==> src/rtl/tm1638_responder_if.sv <==
// Serial link between a TM1638 controller (master) and the chip side (slave).
// dio_in/dio_out are named from the chip's point of view.
interface tm1638_responder_if;
    logic stb;
    logic sclk;
    logic dio_in;
    logic dio_out;
    logic dio_oe;

    modport master (
        output stb,
        output sclk,
        output dio_in,
        input  dio_out,
        input  dio_oe
    );

    modport slave (
        input  stb,
        input  sclk,
        input  dio_in,
        output dio_out,
        output dio_oe
    );
endinterface

==> src/rtl/tm1638_responder.sv <==
// Chip-side model of a TM1638: decodes LSB-first command/data frames into a
// 16-byte display RAM and display state, and shifts key-scan bytes back on reads.
module tm1638_responder #(
    parameter int SYNC_STAGES = 2
) (
    input  logic                 clk,
    input  logic                 rst,
    tm1638_responder_if.slave    bus,
    input  logic [31:0]          keys,
    input  logic [3:0]           disp_raddr,
    output logic [7:0]           disp_rdata,
    output logic                 display_on,
    output logic [2:0]           brightness,
    output logic                 cmd_strobe,
    output logic                 frame_err
);

    localparam logic [1:0] ST_IDLE  = 2'd0;
    localparam logic [1:0] ST_CMD   = 2'd1;
    localparam logic [1:0] ST_WDATA = 2'd2;
    localparam logic [1:0] ST_RDATA = 2'd3;

    // Synchronisers keep tracking through reset so that a strobe already low
    // when reset drops is not mistaken for a new frame start.
    logic [SYNC_STAGES-1:0] stb_sync_reg;
    logic [SYNC_STAGES-1:0] sclk_sync_reg;
    logic [SYNC_STAGES-1:0] dio_sync_reg;
    logic                   stb_prev_reg;
    logic                   sclk_prev_reg;

    always_ff @(posedge clk) begin
        stb_sync_reg  <= {stb_sync_reg[SYNC_STAGES-2:0], bus.stb};
        sclk_sync_reg <= {sclk_sync_reg[SYNC_STAGES-2:0], bus.sclk};
        dio_sync_reg  <= {dio_sync_reg[SYNC_STAGES-2:0], bus.dio_in};
        stb_prev_reg  <= stb_sync_reg[SYNC_STAGES-1];
        sclk_prev_reg <= sclk_sync_reg[SYNC_STAGES-1];
    end

    logic stb_cur, sclk_cur, dio_cur;
    logic stb_fall, stb_rise, sclk_rise, sclk_fall;

    assign stb_cur   = stb_sync_reg[SYNC_STAGES-1];
    assign sclk_cur  = sclk_sync_reg[SYNC_STAGES-1];
    assign dio_cur   = dio_sync_reg[SYNC_STAGES-1];
    assign stb_fall  = stb_prev_reg & ~stb_cur;
    assign stb_rise  = ~stb_prev_reg & stb_cur;
    assign sclk_rise = ~sclk_prev_reg & sclk_cur;
    assign sclk_fall = sclk_prev_reg & ~sclk_cur;

    logic [1:0]  state_reg, state_next;
    logic [2:0]  bit_cnt_reg, bit_cnt_next;
    logic [6:0]  shift_reg, shift_next;
    logic [3:0]  pointer_reg, pointer_next;
    logic        fixed_mode_reg, fixed_mode_next;
    logic        wr_arm_reg, wr_arm_next;
    logic        display_on_reg, display_on_next;
    logic [2:0]  brightness_reg, brightness_next;
    logic        cmd_strobe_reg, cmd_strobe_next;
    logic        frame_err_reg, frame_err_next;
    logic        dio_out_reg, dio_out_next;
    logic        dio_oe_reg, dio_oe_next;
    logic [31:0] key_snap_reg, key_snap_next;
    logic [5:0]  rd_idx_reg, rd_idx_next;
    logic        clear_active_reg;
    logic [3:0]  clear_addr_reg;
    logic [7:0]  disp_rdata_reg;
    logic        frame_we;
    logic [7:0]  rx_byte;

    // Only 7 bits are held; the 8th arrives on the completing edge.
    assign rx_byte = {dio_cur, shift_reg};

    always_comb begin
        state_next      = state_reg;
        bit_cnt_next    = bit_cnt_reg;
        shift_next      = shift_reg;
        pointer_next    = pointer_reg;
        fixed_mode_next = fixed_mode_reg;
        wr_arm_next     = wr_arm_reg;
        display_on_next = display_on_reg;
        brightness_next = brightness_reg;
        cmd_strobe_next = 1'b0;
        frame_err_next  = 1'b0;
        dio_out_next    = dio_out_reg;
        dio_oe_next     = dio_oe_reg;
        key_snap_next   = key_snap_reg;
        rd_idx_next     = rd_idx_reg;
        frame_we        = 1'b0;

        case (state_reg)
            ST_IDLE: begin
                if (stb_fall) begin
                    state_next   = ST_CMD;
                    bit_cnt_next = 3'd0;
                    wr_arm_next  = 1'b0;
                end
            end
            ST_CMD, ST_WDATA: begin
                if (sclk_rise) begin
                    shift_next   = rx_byte[7:1];
                    bit_cnt_next = bit_cnt_reg + 3'd1;
                    if (bit_cnt_reg == 3'd7) begin
                        if (state_reg == ST_CMD) begin
                            cmd_strobe_next = 1'b1;
                            state_next      = ST_WDATA;
                            case (rx_byte[7:6])
                                2'b01: begin
                                    fixed_mode_next = rx_byte[2];
                                    if (rx_byte[1]) begin
                                        state_next    = ST_RDATA;
                                        key_snap_next = keys;
                                        rd_idx_next   = 6'd0;
                                        dio_oe_next   = 1'b1;
                                        dio_out_next  = keys[0];
                                    end
                                end
                                2'b11: begin
                                    pointer_next = rx_byte[3:0];
                                    wr_arm_next  = 1'b1;
                                end
                                2'b10: begin
                                    display_on_next = rx_byte[3];
                                    brightness_next = rx_byte[2:0];
                                end
                                default: ;
                            endcase
                        end else if (wr_arm_reg) begin
                            frame_we = 1'b1;
                            if (!fixed_mode_reg)
                                pointer_next = pointer_reg + 4'd1;
                        end
                    end
                end
            end
            default: begin
                // Bit 0 is already on the pin at entry, so each falling edge
                // presents the bit at the current index and then advances.
                if (sclk_fall) begin
                    if (!rd_idx_reg[5]) begin
                        dio_out_next = key_snap_reg[rd_idx_reg[4:0]];
                        rd_idx_next  = rd_idx_reg + 6'd1;
                    end else begin
                        dio_out_next = 1'b0;
                    end
                end
            end
        endcase

        // Frame close overrides everything above, after a completing byte has been taken.
        if (stb_rise) begin
            frame_err_next = (bit_cnt_next != 3'd0);
            state_next     = ST_IDLE;
            bit_cnt_next   = 3'd0;
            dio_oe_next    = 1'b0;
            dio_out_next   = 1'b1;
        end
    end

    always_ff @(posedge clk) begin
        if (rst) begin
            state_reg        <= ST_IDLE;
            bit_cnt_reg      <= 3'd0;
            shift_reg        <= 7'd0;
            pointer_reg      <= 4'd0;
            fixed_mode_reg   <= 1'b0;
            wr_arm_reg       <= 1'b0;
            display_on_reg   <= 1'b0;
            brightness_reg   <= 3'd0;
            cmd_strobe_reg   <= 1'b0;
            frame_err_reg    <= 1'b0;
            dio_out_reg      <= 1'b1;
            dio_oe_reg       <= 1'b0;
            key_snap_reg     <= 32'd0;
            rd_idx_reg       <= 6'd0;
            clear_active_reg <= 1'b1;
            clear_addr_reg   <= 4'd0;
        end else begin
            state_reg      <= state_next;
            bit_cnt_reg    <= bit_cnt_next;
            shift_reg      <= shift_next;
            pointer_reg    <= pointer_next;
            fixed_mode_reg <= fixed_mode_next;
            wr_arm_reg     <= wr_arm_next;
            display_on_reg <= display_on_next;
            brightness_reg <= brightness_next;
            cmd_strobe_reg <= cmd_strobe_next;
            frame_err_reg  <= frame_err_next;
            dio_out_reg    <= dio_out_next;
            dio_oe_reg     <= dio_oe_next;
            key_snap_reg   <= key_snap_next;
            rd_idx_reg     <= rd_idx_next;
            if (clear_active_reg) begin
                clear_addr_reg <= clear_addr_reg + 4'd1;
                if (clear_addr_reg == 4'd15)
                    clear_active_reg <= 1'b0;
            end
        end
    end

    // Display RAM: the post-reset clear walk owns the single write port.
    logic [7:0] ram_mem [16];
    logic       ram_we;
    logic [3:0] ram_waddr;
    logic [7:0] ram_wdata;

    assign ram_we    = clear_active_reg | (frame_we & ~rst);
    assign ram_waddr = clear_active_reg ? clear_addr_reg : pointer_reg;
    assign ram_wdata = clear_active_reg ? 8'h00 : rx_byte;

    always_ff @(posedge clk) begin
        if (ram_we)
            ram_mem[ram_waddr] <= ram_wdata;
    end

    always_ff @(posedge clk) begin
        if (rst || clear_active_reg)
            disp_rdata_reg <= 8'h00;
        else
            disp_rdata_reg <= ram_mem[disp_raddr];
    end

    assign bus.dio_out = dio_out_reg;
    assign bus.dio_oe  = dio_oe_reg;
    assign disp_rdata  = disp_rdata_reg;
    assign display_on  = display_on_reg;
    assign brightness  = brightness_reg;
    assign cmd_strobe  = cmd_strobe_reg;
    assign frame_err   = frame_err_reg;

endmodule
==> src/flat_wrapper.sv <==
// flat-port wrapper written by rule: the top's interface ports become plain ports
module tm1638_responder_flat 
#(
    parameter int SYNC_STAGES = 2
)
  (clk, rst, keys, disp_raddr, disp_rdata, display_on, brightness, cmd_strobe, frame_err, bus_stb, bus_sclk, bus_dio_in, bus_dio_out, bus_dio_oe);
  tm1638_responder_if bus_i ();
  input  logic clk;
  input  logic rst;
  input  logic [31:0] keys;
  input  logic [3:0] disp_raddr;
  output logic [7:0] disp_rdata;
  output logic display_on;
  output logic [2:0] brightness;
  output logic cmd_strobe;
  output logic frame_err;
  input wire logic [$bits(bus_i.stb)-1:0] bus_stb;
  input wire logic [$bits(bus_i.sclk)-1:0] bus_sclk;
  input wire logic [$bits(bus_i.dio_in)-1:0] bus_dio_in;
  output wire logic [$bits(bus_i.dio_out)-1:0] bus_dio_out;
  output wire logic [$bits(bus_i.dio_oe)-1:0] bus_dio_oe;
  assign bus_i.stb = bus_stb;
  assign bus_i.sclk = bus_sclk;
  assign bus_i.dio_in = bus_dio_in;
  assign bus_dio_out = bus_i.dio_out;
  assign bus_dio_oe = bus_i.dio_oe;
  tm1638_responder #(.SYNC_STAGES(SYNC_STAGES)) u_core (.clk(clk), .rst(rst), .bus(bus_i), .keys(keys), .disp_raddr(disp_raddr), .disp_rdata(disp_rdata), .display_on(display_on), .brightness(brightness), .cmd_strobe(cmd_strobe), .frame_err(frame_err));
endmodule
==> config.mk <==
export PLATFORM = sky130hd
export DESIGN_NAME = tm1638_responder_flat
export DESIGN_NICKNAME = d
export VERILOG_FILES = /design/src/rtl/tm1638_responder_if.sv /design/src/rtl/tm1638_responder.sv /design/src/flat_wrapper.sv
export SDC_FILE = /design/constraint.sdc
export NUM_CORES = 1
export LEC_CHECK = 0
export BUFFER_PORTS_ARGS = -buffer_cell sky130_fd_sc_hd__buf_2
export CAP_MARGIN = 20
export CELL_PAD_IN_SITES_DETAIL_PLACEMENT = 1
export CELL_PAD_IN_SITES_GLOBAL_PLACEMENT = 1
export CORE_ASPECT_RATIO = 1.75
export CORE_MARGIN = 5
export CORE_UTILIZATION = 35
export CTS_CLUSTER_SIZE = 14
export DETAILED_ROUTE_END_ITERATION = 8
export MAX_ROUTING_LAYER = met4
export PLACE_DENSITY_LB_ADDON = 0.25
export RECOVER_POWER = 50
export SLEW_MARGIN = 20
export SYNTH_ARGS = -nofsm -noshare
export SYNTH_HDL_FRONTEND = slang
export SYNTH_SLANG_ARGS = --single-unit
==> constraint.sdc <==
create_clock -name clk -period 3 [get_ports clk]
set_clock_uncertainty 0.1 [all_clocks]
set_input_delay 0.15 -clock clk [delete_from_list [all_inputs] [get_ports clk]]
set_output_delay 0.15 -clock clk [all_outputs]
set_load 0.02 [all_outputs]
==> metrics.cfg <==
[outcome]
status = finished, final reports clean

[synth]
yosys-top-cells-area = edfxtp_1 (45%), dfxtp_1 (20%), mux4_2 (12%), nand2_1 (3.5%), a21oi_1 (2.5%)
yosys.area.top_type = edfxtp_1
yosys_warnings = 0
synth_top_area_share_pct = 45.1
syn_area_sq_um = 8520
ys.flop_type = edfxtp_1
synth-seq-area-share_pct = 65.1
synth_area_per_cell_sq_um = 14.0
synth_cell_types = 49
synthArstFlopShare_pct = 0
synth-edff-count = 128
syn-num-nets = 658
ys_seq_elements = 213
synthCells = 608
synthTopCellsByCount = edfxtp_1 (128), dfxtp_1 (85), nand2_1 (79)
synth_most_common_cell = edfxtp_1

[placed_design]
pre_cts_slack_ps = 311
port_buffers = 56
place_congestion = 0.805
place_hpwl_mm = 14.4
placed_area_sq_um = 9290

[clock_network]
postCtsHoldBufs = 35
cts_buffer_depth = 3
root_buffer = clkbuf_16
clk_transition_reported_paths_ps = 60
cts_setup_buffers = 0
cts.sinks = 213
cts.repair.resized = 0
clk_latency_ps = 490
cts-htree-levels = 1
cts_tree = yes
numCtsBuffers = 21

[cells_and_area]
largest_reg_flops = 128
design_area_sq_um = 10300
nets = 769
n_antenna_cell = 0
multiInputGateArea_sq_um = 2790
area_growth_pct = 20.5
regArea_sq_um = 5550
drive_gt1_share_pct = 20.7
final_core_util_pct = 42.7
nFillCells = 2535

[pwr]
p_per_area_nw_per_um2 = 603
power.total_mw = 6.19
leakage_nw = 3.53
ir_worst_vdd_v = 0.000313

[critical_path]
cp_max_fo = 33
reg2reg_from = u_core.state_reg[1]
setup.worst_path.start_class = flip-flop
arrival_ps = 2990
required_ps = 3320
r2r_setup_slack_ps = 330
r2r_cells = 9
worstSetupEndpointType = flip-flop
r2r_end = u_core.key_snap_reg[5]
path_class = reg -> reg

[floorplan]
die_area_sq_um = 27700
die-width_microns = 128
initial_core_util_pct = 35.5
pin_count = 57
die_h_microns = 216
core_sq_um = 24000
rows = 75

[timing]
drv_slew = 0
worstMarginPinSlew_ps = 1060
rsz0062_at_grt = no
setup_violations = 0
timing.fmax_mhz = 375
tns_ps = 0
slew_headroom_pct = 29.1
period_share_pct = 88.9
fin_crit_ps = 2670
setup_ws_ps = 332
finalHoldViolations = 0

[global_route]
top_usage_layer = met2
gr-usage-all-layers_pct = 15.3
grt_pass1_wl_mm = 32.1
met1_usage_pct = 14.4
grt_use_met2_pct = 31.3
grt_overflow = 0
use_met3_pct = 1.90
antenna_found_initial = 0
grt_max_degree = 60
grt_pass1_vias = 5806

[drt]
ant_nets = 0
wire_per_inst_microns = 19.4
drc = 0
routed_wl_mm = 20.2
drt_iter0_markers = 220
drtPass1Iterations = 4
vias = 5189
via_per_inst = 4.98

[run]
cap_violations = 0

[min_path]
holdPathEnd = u_core.disp_rdata[7]
min_path_cells = 3
hold_class = in -> reg
worstHoldStart = rst

==> worst max-delay path: stages (launching register included) <==
cell and delay (ps):
dfxtp_1 390, inv_1 100, ha_1 430, nand3b_1 150
nor4b_1 480, buf_4 210, and2_1 130, buf_4 320
nand2_1 120, a21oi_1 160
==> where the power goes <==
group	leakage [nW]	internal [mW]	switching, mW
Clock	0.330	1.60	1.07
Combinational	1.28	0.183	0.186
Sequential	1.91	3.13	0.0304
Total	3.53	4.91	1.29
==> metal layers <==
| layer | share of wire, % | wire length [microns] |
|---|---|---|
| met1 | 34 | 6860 |
| met2 | 61 | 12400 |
| met3 | 2.6 | 532 |
| met4 | 2.3 | 461 |
| met5 | 0 | 0 |
==> metrics by stage <==
step                      hold WS, ps  std cells
after floorplan                  77.7        608
after global placement            154        969
after detailed placement          154        969
after CTS                        29.0       1041
after global routing             51.9       1041
final                            41.4       1041
==> cells in the final DEF (no fill, tap or decap), types with 6 or more instances in the layout <==
master | netlist | routed
nand2_1 | 79 | 79
ha_1 | 9 | 9
dlygate4sd3_1 | 0 | 35
nand3_1 | 6 | 6
nand2b_1 | 8 | 8
dfxtp_1 | 85 | 85
mux2i_1 | 21 | 21
edfxtp_1 | 128 | 128
clkbuf_16 | 0 | 21
nor2b_1 | 17 | 17
mux4_2 | 45 | 45
inv_1 | 7 | 7
nor2_1 | 52 | 52
clkbuf_1 | 23 | 32
o21ai_0 | 6 | 6
buf_2 | 9 | 39
nor3_1 | 7 | 7
a21oi_1 | 42 | 42
buf_4 | 0 | 23
==> worst max-delay path by stage <==
stage	start	to	slack (ps)	cells past startpoint
detailed placement	u_core.state_reg[1]	u_core.key_snap_reg[5]	310	9
global route	u_core.state_reg[0]	u_core.key_snap_reg[5]	140	9
CTS	u_core.state_reg[1]	u_core.key_snap_reg[5]	300	9
finish	u_core.state_reg[1]	u_core.key_snap_reg[5]	330	9
global placement	u_core.state_reg[0]	u_core.key_snap_reg[8]	450	9
floorplan	u_core.state_reg[0]	u_core.ram_mem[0][0]	500	7
==> kinds of logic after synthesis <==
| logic type | after synthesis | synth area share (%) |
|---|---|---|
| fa+ha+maj | 9 | 1.32 |
| flops | 213 | 65.1 |
| compound gates | 74 | 5.45 |
| mux | 71 | 15.0 |
| simple gates | 192 | 10.4 |
| buf+inv | 44 | 2.16 |
| xor+xnor | 5 | 0.514 |
==> cell type report <==
type                    count  share of cell area (%)
flip-flops and latches    213                    54.0
multi-input cells         351                    27.2
repair buffers            125                    8.03
clock buffers              28                    5.57
well taps                 308                    3.76
clock inverters             9                    1.18
inverters                   7                   0.256
No activity file was read; power rests on OpenSTA's default activity.
